**config.mk**
```make
export PLATFORM = sky130hd
export DESIGN_NAME = touch_frame_filter
export DESIGN_NICKNAME = d
export VERILOG_FILES = /design/src/rtl/touch_frame_filter.sv
export SDC_FILE = /design/constraint.sdc
export NUM_CORES = 1
export LEC_CHECK = 0
export ABC_AREA = 0
export BUFFER_PORTS_ARGS = -buffer_cell sky130_fd_sc_hd__buf_2
export CAP_MARGIN = 20
export CELL_PAD_IN_SITES_DETAIL_PLACEMENT = 1
export CELL_PAD_IN_SITES_GLOBAL_PLACEMENT = 2
export CORE_MARGIN = 2
export CORE_UTILIZATION = 37
export DETAILED_ROUTE_END_ITERATION = 16
export PLACE_DENSITY_LB_ADDON = 0.1
export RECOVER_POWER = 50
export SYNTH_ARGS = -nofsm -noshare
export SYNTH_HDL_FRONTEND = slang
export SYNTH_SLANG_ARGS = --single-unit
```
**constraint.sdc**
```tcl
create_clock -name cclk -period 4.4 [get_ports cclk]
set_clock_uncertainty 0.1 [all_clocks]
set_input_delay 1.1 -clock cclk [delete_from_list [all_inputs] [get_ports cclk]]
set_output_delay 1.1 -clock cclk [all_outputs]
set_load 0.05 [all_outputs]
```
**src/rtl/touch_frame_filter.sv**
```systemverilog
// touch_frame_filter: debounces touch press/release from raw pressure, averages
// raw x/y over 2^AVG_LOG2 samples, applies offset/shift calibration with screen
// clamping, and publishes the coordinate only at tft frame start.
// Optional build macro TOUCH_FILTER_HYST_EN: while pressed, the touch threshold
// drops to Z_THRESH>>1 to give release hysteresis.
module touch_frame_filter #(
  parameter int unsigned Z_THRESH      = 256,
  parameter int unsigned X_OFFSET      = 150,
  parameter int unsigned Y_OFFSET      = 300,
  parameter int unsigned CAL_SHIFT     = 2,
  parameter int unsigned AVG_LOG2      = 2,
  parameter int unsigned X_MAX         = 479,
  parameter int unsigned Y_MAX         = 271,
  parameter int unsigned PRESS_COUNT   = 3,
  parameter int unsigned RELEASE_COUNT = 3
) (
  input  logic        cclk,
  input  logic        reset,
  input  logic        sample_valid,
  input  logic [11:0] touch_x,
  input  logic [11:0] touch_y,
  input  logic [11:0] touch_z,
  input  logic        new_frame,
  output logic [9:0]  pos_x,
  output logic [8:0]  pos_y,
  output logic        pos_valid,
  output logic        pressed
);

  localparam int unsigned RAW_W   = 12;
  localparam int unsigned ACC_W   = 14;
  localparam int unsigned PX_W    = 10;
  localparam int unsigned PY_W    = 9;
  localparam int unsigned SCNT_W  = AVG_LOG2 + 1;
  localparam int unsigned CNT_MAX = (PRESS_COUNT > RELEASE_COUNT) ? PRESS_COUNT : RELEASE_COUNT;
  localparam int unsigned CNT_W   = $clog2(CNT_MAX + 1);

  typedef enum logic [1:0] {IDLE, PRESS_DB, ACTIVE, REL_DB} state_t;

  state_t             state_q, state_d;
  logic [CNT_W-1:0]   cnt_q, cnt_d, cnt_inc;
  logic [SCNT_W-1:0]  scnt_q, scnt_d, scnt_inc;
  logic [ACC_W-1:0]   acc_x_q, acc_y_q, acc_x_d, acc_y_d, sum_x, sum_y;
  logic [RAW_W-1:0]   z_thresh, avg_x, avg_y, diff_x, diff_y, shr_x, shr_y;
  logic [PX_W-1:0]    cal_x, pend_x_q, pend_x_d, pos_x_d;
  logic [PY_W-1:0]    cal_y, pend_y_q, pend_y_d, pos_y_d;
  logic               pend_q, pend_d, pos_valid_d, pressed_d;
  logic               in_press, touched, accum, win_done, press_done, rel_done, publish;

  assign in_press = (state_q == ACTIVE) || (state_q == REL_DB);

`ifdef TOUCH_FILTER_HYST_EN
  assign z_thresh = in_press ? RAW_W'(Z_THRESH >> 1) : RAW_W'(Z_THRESH);
`else
  assign z_thresh = RAW_W'(Z_THRESH);
`endif

  assign touched    = (touch_z >= z_thresh);
  assign cnt_inc    = cnt_q + CNT_W'(1);
  assign scnt_inc   = scnt_q + SCNT_W'(1);
  assign press_done = sample_valid && touched && (state_q == PRESS_DB) &&
                      (cnt_inc == CNT_W'(PRESS_COUNT));
  assign rel_done   = sample_valid && !touched && (state_q == REL_DB) &&
                      (cnt_inc == CNT_W'(RELEASE_COUNT));
  assign accum      = sample_valid && touched && in_press;
  assign win_done   = accum && (scnt_inc == SCNT_W'(1 << AVG_LOG2));
  assign sum_x      = acc_x_q + ACC_W'(touch_x);
  assign sum_y      = acc_y_q + ACC_W'(touch_y);
  assign avg_x      = RAW_W'(sum_x >> AVG_LOG2);
  assign avg_y      = RAW_W'(sum_y >> AVG_LOG2);
  assign publish    = new_frame && pend_q;

  // State register
  always_ff @(posedge cclk or posedge reset) begin
    if (reset) state_q <= IDLE;
    else       state_q <= state_d;
  end

  // Next-state logic: only sample_valid cycles move the debounce FSM
  always_comb begin
    state_d = state_q;
    if (sample_valid) begin
      case (state_q)
        IDLE:     if (touched) state_d = PRESS_DB;
        PRESS_DB: if (!touched) state_d = IDLE;
                  else if (press_done) state_d = ACTIVE;
        ACTIVE:   if (!touched) state_d = REL_DB;
        REL_DB:   if (touched) state_d = ACTIVE;
                  else if (rel_done) state_d = IDLE;
      endcase
    end
  end

  // Debounce counter: counts consecutive touched (entry) or untouched (release) samples
  always_comb begin
    cnt_d = cnt_q;
    if (sample_valid) begin
      case (state_q)
        IDLE:     if (touched) cnt_d = CNT_W'(1);
        PRESS_DB: cnt_d = (touched && !press_done) ? cnt_inc : '0;
        ACTIVE:   cnt_d = touched ? '0 : CNT_W'(1);
        REL_DB:   cnt_d = (!touched && !rel_done) ? cnt_inc : '0;
      endcase
    end
  end

  // Averaging window: accumulate touched samples while pressed, restart per window
  always_comb begin
    acc_x_d = acc_x_q;
    acc_y_d = acc_y_q;
    scnt_d  = scnt_q;
    if (press_done || rel_done) begin
      acc_x_d = '0;
      acc_y_d = '0;
      scnt_d  = '0;
    end else if (win_done) begin
      acc_x_d = '0;
      acc_y_d = '0;
      scnt_d  = '0;
    end else if (accum) begin
      acc_x_d = sum_x;
      acc_y_d = sum_y;
      scnt_d  = scnt_inc;
    end
  end

  // X calibration: offset removal with underflow to zero, scale, clamp to screen
  always_comb begin
    diff_x = '0;
    shr_x  = '0;
    cal_x  = '0;
    if (avg_x >= RAW_W'(X_OFFSET)) begin
      diff_x = avg_x - RAW_W'(X_OFFSET);
      shr_x  = diff_x >> CAL_SHIFT;
      cal_x  = (shr_x > RAW_W'(X_MAX)) ? PX_W'(X_MAX) : PX_W'(shr_x);
    end
  end

  // Y calibration: offset removal with underflow to zero, scale, clamp to screen
  always_comb begin
    diff_y = '0;
    shr_y  = '0;
    cal_y  = '0;
    if (avg_y >= RAW_W'(Y_OFFSET)) begin
      diff_y = avg_y - RAW_W'(Y_OFFSET);
      shr_y  = diff_y >> CAL_SHIFT;
      cal_y  = (shr_y > RAW_W'(Y_MAX)) ? PY_W'(Y_MAX) : PY_W'(shr_y);
    end
  end

  // Output logic: pending hand-off to frame-aligned position; a fresh average
  // wins over the publish-clear so it waits for the next frame
  always_comb begin
    pos_valid_d = publish;
    pos_x_d     = publish ? pend_x_q : pos_x;
    pos_y_d     = publish ? pend_y_q : pos_y;
    pend_d      = win_done || (pend_q && !publish);
    pend_x_d    = win_done ? cal_x : pend_x_q;
    pend_y_d    = win_done ? cal_y : pend_y_q;
    pressed_d   = (state_d == ACTIVE) || (state_d == REL_DB);
  end

  // Datapath registers: debounce counter and accumulators
  always_ff @(posedge cclk or posedge reset) begin
    if (reset) begin
      cnt_q   <= '0;
      scnt_q  <= '0;
      acc_x_q <= '0;
      acc_y_q <= '0;
    end else begin
      cnt_q   <= cnt_d;
      scnt_q  <= scnt_d;
      acc_x_q <= acc_x_d;
      acc_y_q <= acc_y_d;
    end
  end

  // Output and pending registers
  always_ff @(posedge cclk or posedge reset) begin
    if (reset) begin
      pend_q    <= 1'b0;
      pend_x_q  <= '0;
      pend_y_q  <= '0;
      pos_x     <= '0;
      pos_y     <= '0;
      pos_valid <= 1'b0;
      pressed   <= 1'b0;
    end else begin
      pend_q    <= pend_d;
      pend_x_q  <= pend_x_d;
      pend_y_q  <= pend_y_d;
      pos_x     <= pos_x_d;
      pos_y     <= pos_y_d;
      pos_valid <= pos_valid_d;
      pressed   <= pressed_d;
    end
  end

endmodule

```
# After elaboration in Yosys (flattened, before gate mapping)
# Index checks and enable logic that the tools add are counted.
dict set report word_totals {
  reg_bits 76
  in_bits 40
}
dict set report op_classes {
  n_addsub 6
  magnitude_cmp 5
  n_eq_ne 8
  muxes 26
  n_reduce_logical 23
}
# operator count
set ops {}
lappend ops {{$mux 14} 6}
lappend ops {{$add 14x12->14} 2}
lappend ops {{$ge 12x9->1 const B} 2}
lappend ops {{$gt 10x9->1 const B} 2}
lappend ops {{$mux 10} 2}
lappend ops {{$mux 2} 10}
lappend ops {{$mux 9} 2}
lappend ops {{$pmux 2 s4} 2}
lappend ops {{$ge 12x8->1 const B} 1}
lappend ops {{$logic_and 1x1->1} 12}
lappend ops {{$sub 12x8->12 const B} 1}
lappend ops {{$sub 12x9->12 const B} 1}
lappend ops {{$eq 2x2->1 const B} 5}
lappend ops {{$mux 3} 3}
lappend ops {{$logic_not 1->1} 4}
lappend ops {{$logic_or 1x1->1} 4}
lappend ops {{$add 3x1->3 const B} 1}
lappend ops {{$eq 3x3->1 const B} 1}
lappend ops {{$reduce_bool 3->1} 1}
lappend ops {{$add 2x1->2 const B} 1}
lappend ops {{$eq 2x1->1 const B} 1}
lappend ops {{$logic_not 2->1} 1}
lappend ops {{$ne 2x2->1 const B} 1}
lappend ops {{$reduce_and 2->1} 1}
lappend ops {{$mux 1} 1}

# Longest topological paths before layout
dict set report logic_depth {
  depth_word 11
  depth_mapped 15
  ltp_nobuf 15
}

# Worst setup path after synthesis
# OpenSTA, ideal clock, no wires.
dict set report synth_path {
  kind {input-to-reg}
  start {in touch_y[1]}
  end {reg pend_y_q[4]}
  setup_time_ns 0.066
  t_arrival_ns 3.802
  required_time_ns 4.234
  setup_slack_ns 0.432
  path_stages 15
  n_path_buf 1
  cell_sequence {ha_1 -> a211o_1 -> and2_1 -> o21a_1 -> nor2_1 -> xnor2_1 -> ha_1 -> nand2b_1 -> a21oi_1 -> nor3_1 -> o311ai_4 -> a31o_2 -> buf_4 -> nor2_1 -> a22o_1}
}
dict set report synth_between {
  elab_chain_len 5
  elab_cells_between_ends 6
  cone_classes {2 x add/sub; 2 x order compare; 2 x mux}
}
# item line
set synth_rtl {}
lappend synth_rtl {{from (decl)} 21} ;# input logic [11:0] touch_y,
lappend synth_rtl {{$add 14x12->14 *} 68} ;# assign sum_y = acc_y_q + ACC_W'(touch_y);
lappend synth_rtl {{$sub 12x9->12} 145} ;# diff_y = avg_y - RAW_W'(Y_OFFSET);
lappend synth_rtl {{$gt 10x9->1} 147} ;# cal_y = (shr_y > RAW_W'(Y_MAX)) ? PY_W'(Y_MAX) : PY_W'(shr_y);
lappend synth_rtl {{$mux 9} 147}
lappend synth_rtl {{$mux 9 *} 144} ;# if (avg_y >= RAW_W'(Y_OFFSET)) begin
lappend synth_rtl {{to (signal assigned)} 191} ;# pend_y_q <= pend_y_d;
lappend synth_rtl {{to (decl)} 46} ;# logic [PY_W-1:0] cal_y, pend_y_q, pend_y_d, pos_y_d;
# Mark *: on every way between the ends. The rest lies on a longest branch, timed or not.
# A chain may end at the register's enable or synchronous reset.

# Final worst setup path
# Same ends and word-level chain as after synthesis.

==> out/summary.md <==
## Status
* **run status** finished with violations
* **violations in the final reports** capacitance limit, slew limit

## Floorplan
* **Horiz. Die Dim** 120 um
* **core region area** 13100 um^2
* **die footprint** 14300 um^2
* **number of placement rows** 42
* **I/O pin count** 61
* **starting density of the core** 37.6%
* **vertical extent of the die** 120 um

## Timing
* **Slew HR** -43.5%
* **Final Max Tran Viols** 49
* **Setup violations, final** 0
* **clock period minus final worst setup slack** 4020 ps
* **aggregate negative setup slack** 0 ps
* **Post-Route Hold Slack** 386 ps
* **setup slack after layout** 385 ps
* **Least-Margin Pin Slew** 2140 ps
* **timing-limited maximum frequency** 249 MHz
* **RSZ-0062 raised after global routing** no
* **final critical-path share of the clock period** 91.3%
* **hold violation count in the final report** 0

## Critical path
* **R2R Path End** pend_y_q[4]
* **crit-path max cell delay** 420 ps
* **cell type group with the largest total delay on the critical path** compound AO/OA/AOI/OAI gates
* **combined buffer and inverter count along the critical path** 3
* **Critical Path Source** touch_y[1]
* **data arrival time of the worst path** 4150 ps
* **highest-delay cell along the critical path** sky130_fd_sc_hd__nor4_1
* **data required time of the worst path** 4530 ps
* **minimum setup slack among reg-to-reg paths** 860 ps
* **Setup Crit Path Kind** primary input to flop
* **list of cells traversed by the critical path** buf_2 -> ha_1 -> a211o_1 -> and2_1 -> o21a_1 -> nor2_1 -> xnor2_1 -> ha_1 -> nor4_1 -> nor3_1 -> buf_4 -> o311ai_4 -> buf_4 -> nand2_1 -> nand2_1 -> o21ai_4 -> a22o_1
* **crit end category** flop
* **biggest fanout along the worst timing path** 8
* **FF-to-FF Start** acc_y_q[1]
* **CP startpoint kind** primary input
* **cells on worst reg2reg path** 16

## Placed design
* **post-placement setup slack** 40.2 ps
* **Placement Cell Area** 5570 um^2
* **RePlAce Congestion** 0.859
* **number of port buffers** 52
* **HPWL after DPL** 9570 um

## Logic synthesis
* **most used flip-flop cell after synthesis** sky130_fd_sc_hd__dfrtp_1
* **syn_nets** 575
* **average instance area after synthesis** 9.80 um^2
* **EDFF count, synth** 0
* **Yosys top cell by area** sky130_fd_sc_hd__dfrtp_1
* **sequential-to-total area share from yosys stat** 38.5%
* **count of distinct cell types in the synthesized netlist** 73
* **netlist area before placement** 4940 um^2
* **area share of the largest cell type after synthesis** 38.5%
* **post-synthesis sequential element count** 76
* **proportion of register bits with asynchronous set or reset after synthesis** 100%
* **Yosys Warn Count** 0
* **leading post-synthesis cells by cell area** sky130_fd_sc_hd__dfrtp_1 38%, sky130_fd_sc_hd__ha_1 7.3%, sky130_fd_sc_hd__mux2_2 5.2%, sky130_fd_sc_hd__nand2_1 3.9%, sky130_fd_sc_hd__o21ai_0 3.4%
* **number of instances in the synthesized netlist** 504

## Hold path
* **class of the tightest hold or removal check** flop to flop
* **worst hold endpoint** pend_x_q[8]
* **startpoint of the lowest-slack hold path** pend_x_q[8]
* **number of instances on the worst hold path** 2

## Global routing
* **number of global-route vias before repair** 4231
* **global-route wire length before repair** 21500 um
* **largest net degree at the start of global routing** 49
* **global-route track usage on met2** 29.8%
* **busiest layer in global routing** met2
* **met1 global-route usage** 26.5%
* **global route overflow** 0
* **Total Routing Usage GR** 18.9%
* **antenna violations before repair** 0
* **met3 Track Usage GR** 4.33%

## Final layout
* **Layout Area Growth over Synthesis** 18.4%
* **most frequent cells in the layout** 76 x sky130_fd_sc_hd__dfrtp_1, 51 x sky130_fd_sc_hd__nand2_1, 49 x sky130_fd_sc_hd__buf_2, 34 x sky130_fd_sc_hd__o21ai_0, 32 x sky130_fd_sc_hd__buf_4
* **most common cell after layout, fill and taps aside** sky130_fd_sc_hd__dfrtp_1
* **antenna cell count** 0
* **fraction of final layout cells sized beyond drive strength 1** 24.0%
* **Storage cell area** 1900 um^2
* **total non-filler cell area in the finished layout** 5850 um^2
* **Final Net Count** 650
* **Multi-input gate area** 2870 um^2
* **number of fill cells in the layout** 1527

## Pwr
* **peak supply drop** 0.249 mV
* **Power Total** 5.17 mW
* **leakage power** 2.78 nW
* **Pwr per Cell Area** 884 nW/um^2

## Clocking
* **number of buffers on the longest clock path** 2
* **CTS HTree Levels** 3
* **latest clock arrival within the worst-skew pair** 350 ps
* **CTS Hold Bufs** 0
* **count of instances resized after the clock tree is built** 0
* **TritonCTS clock tree** yes
* **clock net sink count** 76
* **Num CTS Buffers** 9
* **CTS clk-pin slew, worst paths** 70 ps
* **Clock Tree Root** sky130_fd_sc_hd__clkbuf_16
* **number of buffers inserted to repair setup after CTS** 0

## Route
* **vias after detailed routing** 4145
* **Routed wire per std cell** 16.6 um
* **routed wire length** 12600 um
* **drt pass-1 iters** 4
* **Avg Vias per Cell** 5.45
* **DRC viols** 0
* **number of violations reported at the end of detailed-routing iteration 0** 160
* **antenna violation net count after detailed routing** 0

## Run
* **Max-cap violations** 1

[worst max-delay path by stage]
| stage | end | slack, ps | cells past startpoint |
|---|---|---|---|
| after global placement | pend_y_q[7] | 70 | 17 |
| after floorplan | pend_y_q[4] | 430 | 15 |
| final | pend_y_q[4] | 380 | 17 |
| after global routing | pend_x_q[1] | 130 | 16 |
| after CTS | pend_y_q[4] | 400 | 17 |
| after detailed placement | pend_y_q[4] | 40 | 17 |
[metrics by stage]
stage                     utilization, %  std cells
after floorplan                        -        504
after global placement              42.4        744
after detailed placement            42.4        744
after CTS                           44.6        760
after global routing                44.5        760
final                               44.5        760
[report_power, final]
part           internal (mW)  switching [mW]
Sequential             0.976           0.179
Combinational           1.40            1.89
Clock                  0.392           0.332
[worst min-delay path: stages (launching register included)]
cell and delay, ps:
sky130_fd_sc_hd__dfrtp_1 350, sky130_fd_sc_hd__nand2_1 50, sky130_fd_sc_hd__o31ai_1 60
[registers in the layout, indices dropped and copies added, names as in the netlist]
name,flops
acc_x_q,14
pend_q,1
state_q,2
pend_y_q,9
pos_valid,1
pos_x,10
cnt_q,2
pos_y,9
pressed,1
scnt_q,3
pend_x_q,10
acc_y_q,14
[synth_stat cells (all sizes together), types with 3 or more instances]
cell and count:
a22o 16, a2bb2oi 4, a31oi 3, a21oi 29, or2 6, o21a 5, xor2 11, nor3b 6
nor2b 6, or3 4, and2 6, nand3 10, inv 20, nor3 7, o211a 3, nand4 3
and3 4, ha 29, o211ai 6, a2111oi 3, nor4 3, a221o 6, nand2b 9, a211o 5
clkbuf 14, mux2 23, xnor2 15, mux2i 4, o21ai 43, a211oi 6, a21o 6, dfrtp 76
buf 7, a32o 3, nand2 51, nor2 20
[per-layer routing]
metal	up-vias	routed length (um)
li1	2018	-
met1	2057	6220
met2	57	5870
met3	13	380
met4	0	139
met5	-	0
[cell families (layout without fill, tap and decap cells)]
logic type / Yosys count / count (layout) / synth area share, %
AND/OR/NAND/NOR: 143 / 143 / 14.7
adder cells (fa/ha/maj): 32 / 32 / 8.36
XOR/XNOR: 26 / 26 / 4.76
flip-flops: 76 / 76 / 38.5
AO/OA/AOI/OAI: 159 / 159 / 24.1
buffers and inverters: 41 / 121 / 3.52
multiplexers: 27 / 27 / 6.05
[layout make-up]
class,count,area share [%]
clock inverter,7,1.03
sequential,76,32.5
tap,176,3.76
timing repair buffer,85,8.58
clock buffer,9,3.85
inverter,20,1.30
multi-input combinational,387,49.0
No activity file was read; power rests on OpenSTA's default activity.
